`config.mk`:
```
export PLATFORM = sky130hd
export DESIGN_NAME = logic32_seq
export DESIGN_NICKNAME = d
export VERILOG_FILES = /design/src/rtl/logic32_pkg.sv /design/src/rtl/logic32_seq_slice.sv /design/src/rtl/logic32_seq.sv
export SDC_FILE = /design/constraint.sdc
export NUM_CORES = 1
export LEC_CHECK = 0
export ABC_CLOCK_PERIOD_IN_PS = 2770
export BUFFER_PORTS_ARGS = -buffer_cell sky130_fd_sc_hd__clkbuf_2
export CORE_ASPECT_RATIO = 2
export CORE_MARGIN = 5
export CORE_UTILIZATION = 50
export CTS_CLUSTER_SIZE = 10
export DETAILED_ROUTE_END_ITERATION = 7
export GPL_TIMING_DRIVEN = 0
export PLACE_DENSITY = 0.74
export REMOVE_ABC_BUFFERS = 1
export SLEW_MARGIN = 20
export SYNTH_ARGS = -nofsm -noshare
export SYNTH_HDL_FRONTEND = slang
export SYNTH_SLANG_ARGS = --single-unit
export TNS_END_PERCENT = 100
```
`constraint.sdc`:
```
create_clock -name clock -period 2.77 [get_ports clock]
set_input_delay 0.554 -clock clock [delete_from_list [all_inputs] [get_ports clock]]
set_output_delay 0.554 -clock clock [all_outputs]
set_load 0.005 [all_outputs]
```
`src/rtl/logic32_pkg.sv`:
```
// Shared encodings and default widths for the iterative 32-bit logic unit.
package logic32_pkg;

  localparam int WIDTH_DEF   = 32;
  localparam int SLICE_W_DEF = 8;

  localparam logic [1:0] OP_AND = 2'b00;
  localparam logic [1:0] OP_OR  = 2'b01;
  localparam logic [1:0] OP_XOR = 2'b10;
  localparam logic [1:0] OP_NOR = 2'b11;

  typedef enum logic [1:0] {
    ST_IDLE = 2'd0,
    ST_RUN  = 2'd1,
    ST_DONE = 2'd2
  } state_t;

endpackage

```
`src/rtl/logic32_seq_slice.sv`:
```
// Combinational SLICE_W-wide bitwise evaluator shared across all slices of a word.
module logic_slice
  import logic32_pkg::*;
#(
  parameter int SLICE_W = SLICE_W_DEF
) (
  input  logic [SLICE_W-1:0] a,
  input  logic [SLICE_W-1:0] b,
  input  logic [1:0]         op,
  output logic [SLICE_W-1:0] y
);

  always_comb begin
    y = '0;
    unique case (op)
      OP_AND:  y = a & b;
      OP_OR:   y = a | b;
      OP_XOR:  y = a ^ b;
      OP_NOR:  y = ~(a | b);
      default: y = '0;
    endcase
  end

endmodule

```
`src/rtl/logic32_seq.sv`:
```
// Iterative bitwise logic unit: one SLICE_W slice per clock, valid/ready on both sides.
// Optional zero flag output enabled by defining LOGIC_ZERO_FLAG_EN.
module logic32_seq
  import logic32_pkg::*;
#(
  parameter int WIDTH   = WIDTH_DEF,
  parameter int SLICE_W = SLICE_W_DEF
) (
  input  logic             clock,
  input  logic             resetN,
  input  logic             inValid,
  output logic             inReady,
  input  logic [WIDTH-1:0] operandA,
  input  logic [WIDTH-1:0] operandB,
  input  logic [1:0]       op,
  output logic             outValid,
  input  logic             outReady,
  output logic [WIDTH-1:0] result
`ifdef LOGIC_ZERO_FLAG_EN
  ,
  output logic             resultZero
`endif
);

  localparam int N     = WIDTH / SLICE_W;
  localparam int CNT_W = (N > 1) ? $clog2(N) : 1;
  localparam logic [CNT_W-1:0] LAST = CNT_W'(N - 1);

  state_t             state;
  logic [CNT_W-1:0]   cnt;
  logic [WIDTH-1:0]   a_q;
  logic [WIDTH-1:0]   b_q;
  logic [1:0]         op_q;
  logic [SLICE_W-1:0] a_slc;
  logic [SLICE_W-1:0] b_slc;
  logic [SLICE_W-1:0] y_slc;
`ifdef LOGIC_ZERO_FLAG_EN
  logic [SLICE_W-1:0] acc;
`endif

  // A single evaluator is time-shared; the counter picks which slice it sees.
  assign a_slc = a_q[int'(cnt)*SLICE_W +: SLICE_W];
  assign b_slc = b_q[int'(cnt)*SLICE_W +: SLICE_W];

  logic_slice #(.SLICE_W(SLICE_W)) u_slice (
    .a  (a_slc),
    .b  (b_slc),
    .op (op_q),
    .y  (y_slc)
  );

  always_ff @(posedge clock or negedge resetN) begin
    if (!resetN) begin
      state      <= ST_IDLE;
      cnt        <= '0;
      result     <= '0;
      inReady    <= 1'b1;
      outValid   <= 1'b0;
      a_q        <= '0;
      b_q        <= '0;
      op_q       <= OP_AND;
`ifdef LOGIC_ZERO_FLAG_EN
      acc        <= '0;
      resultZero <= 1'b0;
`endif
    end else begin
      unique case (state)
        ST_IDLE: begin
          if (inValid) begin
            a_q     <= operandA;
            b_q     <= operandB;
            op_q    <= op;
            cnt     <= '0;
            state   <= ST_RUN;
            inReady <= 1'b0;
`ifdef LOGIC_ZERO_FLAG_EN
            acc     <= '0;
`endif
          end
        end
        ST_RUN: begin
          result[int'(cnt)*SLICE_W +: SLICE_W] <= y_slc;
`ifdef LOGIC_ZERO_FLAG_EN
          acc <= acc | y_slc;
`endif
          if (cnt == LAST) begin
            state    <= ST_DONE;
            outValid <= 1'b1;
`ifdef LOGIC_ZERO_FLAG_EN
            // Fold in the final slice here since acc only catches it next edge.
            resultZero <= ~|(acc | y_slc);
`endif
          end else begin
            cnt <= cnt + 1'b1;
          end
        end
        ST_DONE: begin
          if (outReady) begin
            state    <= ST_IDLE;
            outValid <= 1'b0;
            inReady  <= 1'b1;
`ifdef LOGIC_ZERO_FLAG_EN
            resultZero <= 1'b0;
`endif
          end
        end
        default: begin
          state    <= ST_IDLE;
          outValid <= 1'b0;
          inReady  <= 1'b1;
`ifdef LOGIC_ZERO_FLAG_EN
          resultZero <= 1'b0;
`endif
        end
      endcase
    end
  end

endmodule

```
* Word-level counts from Yosys, hierarchy flattened
Index checks and enable logic that the tools add are counted.
** Cells by class
- Shift operators :: 4
- Muxes and demuxes :: 15
- $add $sub $neg :: 2
- Bitwise gates (word level) :: 6
- Equal/unequal tests :: 10
- Reductions and logical operators :: 8
** Operators with widths (count)
- 32-bit by 6-bit indexed part select with 8-bit output :: 2
- 5-bit negation with 33-bit output :: 1
- 8-bit by 33-bit variable shift with 32-bit output, first input constant :: 1
- 8-bit by 33-bit indexed part select with 32-bit output :: 1
- 32-bit bitwise mux :: 1
- 8-bit case mux with 4 select lines :: 1
- 3-bit AND reduction :: 4
- 2-bit 2-to-1 mux :: 5
- 8-bit AND :: 1
- 2-bit == test, second input constant :: 4
- 2-bit inequality test, second input constant :: 4
- 8-bit NOT :: 1
- 8-bit OR :: 1
- 8-bit bitwise XOR :: 1
- 1-bit case mux with 3 select lines :: 2
- 2-bit case mux with 3 select lines :: 1
- 2-bit by 1-bit == test with 1-bit output, second input constant :: 2
- 2-bit logical NOT :: 2
- 1-bit 2-to-1 mux :: 4
- 2-bit case mux with 2 select lines :: 1
- 2-bit by 1-bit adder with 2-bit output, second input constant :: 1
- 1-bit NOT :: 2
- 2-bit AND reduction :: 1
- 2-bit nonzero test :: 1
** Word-level totals
- Flip-flop bits (word level) :: 104
- Output and inout port bits :: 34
- Input bits :: 70
- Logic and storage cells :: 53

* Depth between registers and ports, before layout
- Word-level depth :: 6
- Gate-level depth with buffers :: 9
- Mapped depth without buffers :: 7

* Cells and area by module
Synthesis repeated with hierarchy kept, for this count alone.
** Second synthesis, totals
- Cells, all modules :: 364
- Area, all modules :: 4968.5 um^2
** By module, submodules not included
- logic32_seq :: cells an instance 305, area an instance 4441.8 um^2, seq. area each 2603.7 um^2, instances 1
- logic_slice :: cells an instance 59, area an instance 526.8 um^2, seq. area each 0.0 um^2, instances 1

* Worst setup path before layout
Ideal clock, no wire load.
- Path type :: flip-flop to flip-flop
- From :: register cnt[0]
- To :: register result[0]
- Library setup time :: 0.132 ns
- Stages on the path, launching flop included :: 8
- Data required time :: 2.638 ns
- Path slack :: 0.553 ns
- Path buffers :: 1
- Data arrival time :: 2.085 ns
- Period minus slack after synthesis :: 2.217 ns
- Cells stage by stage :: dfrtp_1 -> buf_4 -> mux4_2 -> inv_1 -> ha_1 -> mux2_2 -> a21oi_1 -> o21ai_0
** On the way
- Cells in the longest elaborated chain, start to end :: 6
- Elaborated cells on any way between the ends :: 11
- Those cells by class :: 1 x add/sub; 4 x shift; 2 x mux; 4 x bitwise
** RTL lines
- start, declared :: RTL line logic32_seq.sv:30 : logic [CNT_W-1:0] cnt;
- start signal, assigned :: RTL line logic32_seq.sv:94 : cnt <= cnt + 1'b1;
- 32-bit by 6-bit indexed part select with 8-bit output (on tied branches) :: RTL line logic32_seq.sv:42, logic32_seq.sv:43
- 8-bit OR :: RTL line logic32_seq_slice.sv:17, logic32_seq_slice.sv:19
- 8-bit NOT :: RTL line logic32_seq_slice.sv:19 : OP_NOR: y = ~(a | b);
- 8-bit case mux with 4 select lines :: RTL line logic32_seq_slice.sv:15 : unique case (op)
- 8-bit by 33-bit indexed part select with 32-bit output :: RTL line logic32_seq.sv:82 : result[int'(cnt)*SLICE_W +: SLICE_W] <= y_slc;
- 32-bit bitwise mux (*) :: RTL line logic32_seq.sv:82
- end signal, assigned by index :: RTL line logic32_seq.sv:82
- end, declared :: RTL line logic32_seq.sv:18 : output logic [WIDTH-1:0] result
Every way passes the cells marked *; elsewhere a longest branch is shown, timed or not.
A chain may end at the register's enable or synchronous reset.

* Worst setup path in the final report
- From :: register cnt[1]
- To :: register result[7]
Same word-level chain as after synthesis.

==> metrics.md <==
| Metric | Value |
|---|---|
| Clock skew | `0.005818 ns` |
| Top cell type's share of synthesized area | `0.5024` |
| Worst path cell trace | `mux4_2 > inv_1 > ha_1 > mux2_2 > a21oi_1 > o21ai_0` |
| Sequential area share after synthesis | `0.5076` |
| H-tree depth | `3` |
| Hold Buf Count CTS | `0` |
| Main synth FF type | `dfrtp_1` |
| Mapped Area | `5130 sq um` |
| Chip height | `153.2 um` |
| FFs w/ async S/R, synth | `1.000` |
| #FFs+latches synth | `104` |
| Crit path DAT | `2.68 ns` |
| Global route overflow | `0` |
| Vias in the first global route | `3579` |
| DRC | `0` |
| Clock slew at reported path FFs | `0.06 ns` |
| Hold slack | `0.1383 ns` |
| Type of origin of the critical path | `flip-flop` |
| CTS tree | `done` |
| RSZ-0062 raised after global routing | `no` |
| Dominant cell type by area after synthesis | `dfrtp_1` |
| Rel. slew slack | `0.4669` |
| Global-route wire length before repair | `16.87 mm` |
| Synth top area cells | `dfrtp_1, mux2_4, mux2_2, mux4_2, ha_1` |
| Status | `completed` |
| Crit path buf inv count | `1` |
| Static Leakage | `2.930 nW` |
| Post-synthesis average cell area | `13.83 sq um` |
| GP Congestion | `0.7802` |
| Initial Util | `0.5087` |
| Worst ir drop on vdd | `0.5896 mV` |
| Iter 0 DRT Violations | `104` |
| Post-CTS Setup Inserts | `0` |
| Design Power | `7.396 mW` |
| Clock sink count | `104` |
| CP Capture Type | `flip-flop` |
| Post-synth EDFFs | `0` |
| Tot GR Track Use | `0.1758` |
| Dpl ws | `-0.02345 ns` |
| Gate Count Post-Synth | `371` |
| Post-DR wirelength/cell | `16.72 um` |
| Die ar. | `12510 sq um` |
| # diodes | `0` |
| Routed Antenna Nets | `0` |
| Layout cells sized above 1 | `0.4707` |
| Horiz. Die Dim | `81.63 um` |
| Initial antenna violation count | `0` |
| Syn-to-layout area delta | `18.44%` |
| Final setup vio count | `0` |
| Longest Clk Path Bufs | `2` |
| Fin Setup TNS | `0 ns` |
| Worst-Skew Late Latency | `0.33 ns` |
| Largest net degree at the start of global routing | `61` |
| Critical path class | `reg -> reg` |
| Final Critical Period | `2.484 ns` |
| Worst-Margin Slew | `0.7997 ns` |
| IO Count | `104` |
| DP HPWL | `7.820 mm` |
| Rows | `52` |
| Nets@finish | `566` |
| Netlist cell types | `34` |
| Hold Path Class | `in -> async` |
| Worst stage delay on the critical path | `0.72 ns` |
| Vias | `3215` |
| Achievable Freq | `402.5 MHz` |
| Iteration count of the initial detailed-routing pass | `6` |
| Cts bufs inserted | `9` |
| Slew Limit Fails | `0` |
| Number of max-cap violations | `0` |
| Post-Route WL | `10.25 mm` |
| Synthesis Warnings | `0` |
| Cell family with most CP delay | `multiplexers` |
| CP max FO | `20` |
| Root Buffer | `clkbuf_16` |
| CP max-delay cell | `dfrtp_2` |
| Drt via density | `5.245` |
| Req. time, crit path | `2.97 ns` |
| Area of the core | `10080 sq um` |
| Number of port buffers | `103` |
| Final setup margin | `0.2856 ns` |
| Pwr Density | `1217 nW/um^2` |
| Final Util | `0.6025` |
| Fin crit share | `0.8969` |
| Final hold viol count | `0` |
## layer usage
layer	vias up	global-route usage	part of all wire
li1	1511	-	-
met2	73	0.3125	0.56
met5	-	0	0
met3	18	0.03121	0.035
met4	0	0.06656	0.024
met1	1613	0.2043	0.38
## power breakdown
| group | internal [mW] | switching (mW) | total (mW) |
|---|---|---|---|
| sequential | 2.20 | 0.560 | 2.76 |
| combinational | 1.87 | 1.47 | 3.34 |
| clock | 0.784 | 0.505 | 1.29 |
| total | 4.86 | 2.54 | 7.40 |
## state kept, by name, indices dropped and copies added (netlist names)
signal,cells
op_q,2
b_q,32
inReady,1
a_q,32
state,2
cnt,2
result,32
outValid,1
## cells in the final DEF, fill, tap and decap left out, drive strengths merged, types with 2 or more instances in the layout
cell type | Yosys | routed
clkbuf | 1 | 114
a21oi | 9 | 9
bufinv | 0 | 2
clkinv | 0 | 2
nand2 | 39 | 39
dfrtp | 103 | 103
a211oi | 6 | 6
nand3 | 2 | 2
nor2b | 5 | 5
mux4 | 16 | 16
buf | 17 | 7
o31ai | 3 | 3
inv | 19 | 19
o21ai | 36 | 36
mux2 | 72 | 72
nor2 | 10 | 10
ha | 22 | 22
## layout make-up
cell class / count / area, sq um
Clock inverter: 4 / 70.07
Timing Repair Buffer: 110 / 639.4
Clock buffer: 11 / 232.7
Sequential cell: 104 / 2606
Tap cell: 135 / 168.9
Multi-Input combinational cell: 230 / 2287
Inverter: 19 / 71.32
Fill cell: 805 / 4009
## Yosys cell counts, types with 2 or more instances
| master | number |
|---|---|
| nor2_1 | 10 |
| buf_8 | 4 |
| nand3_4 | 2 |
| nor2b_1 | 4 |
| o21ai_0 | 28 |
| mux4_2 | 16 |
| mux2_2 | 32 |
| dfrtp_1 | 103 |
| o21ai_1 | 8 |
| a21oi_1 | 8 |
| ha_1 | 22 |
| buf_2 | 5 |
| o31ai_2 | 2 |
| buf_4 | 3 |
| inv_1 | 19 |
| a211oi_1 | 6 |
| mux2_4 | 40 |
| nand2_1 | 39 |
| buf_6 | 5 |
## worst reg2reg max path: cells and delay by family (launching register included)
kind                       cells  cell delay (ns)
DFF                            1             0.72
muxes                          2             0.86
adders and majority gates      1             0.22
AOI/OAI and AO/OA              2             0.49
buffers and inverters          1             0.07
## logic make-up (layout without fill, tap and decap cells)
| family | Yosys count | in the layout | share of synthesized area |
|---|---|---|---|
| multiplexers | 89 | 89 | 0.2595 |
| AO/OA/AOI/OAI | 57 | 57 | 0.06463 |
| adder cells (fa/ha/maj) | 22 | 22 | 0.05366 |
| AND/OR/NAND/NOR | 62 | 62 | 0.06805 |
| flip-flops | 104 | 104 | 0.5076 |
| buffers and inverters | 37 | 144 | 0.04658 |
## timing repair
action                                  in CTS  in global routing
endpoints found under the setup margin       3                  0
endpoints found under the hold margin        0                  0
gates resized for setup                      1                  0
## worst paths after layout
kind | startpoint | end | slack (ns) | cells after the start
max | cnt[1] | result[7] | 0.29 | 6
min | resetN | a_q[11] | 0.14 | 1
max reg2reg | cnt[1] | result[7] | 0.29 | 6
min reg2reg | result[10] | result[10] | 0.47 | 2
max in group asynchronous | resetN | inReady | 1.97 | 2
min in group clock | operandB[15] | b_q[15] | 0.45 | 2
## metrics by stage
step,cell area (sq um),std cells
after global routing,6076,613
after global placement,5647,591
after CTS,6076,613
after detailed placement,5772,598
after floorplan,4962,353
final,6076,613
Note: power is estimated with default switching activity, not from simulation.
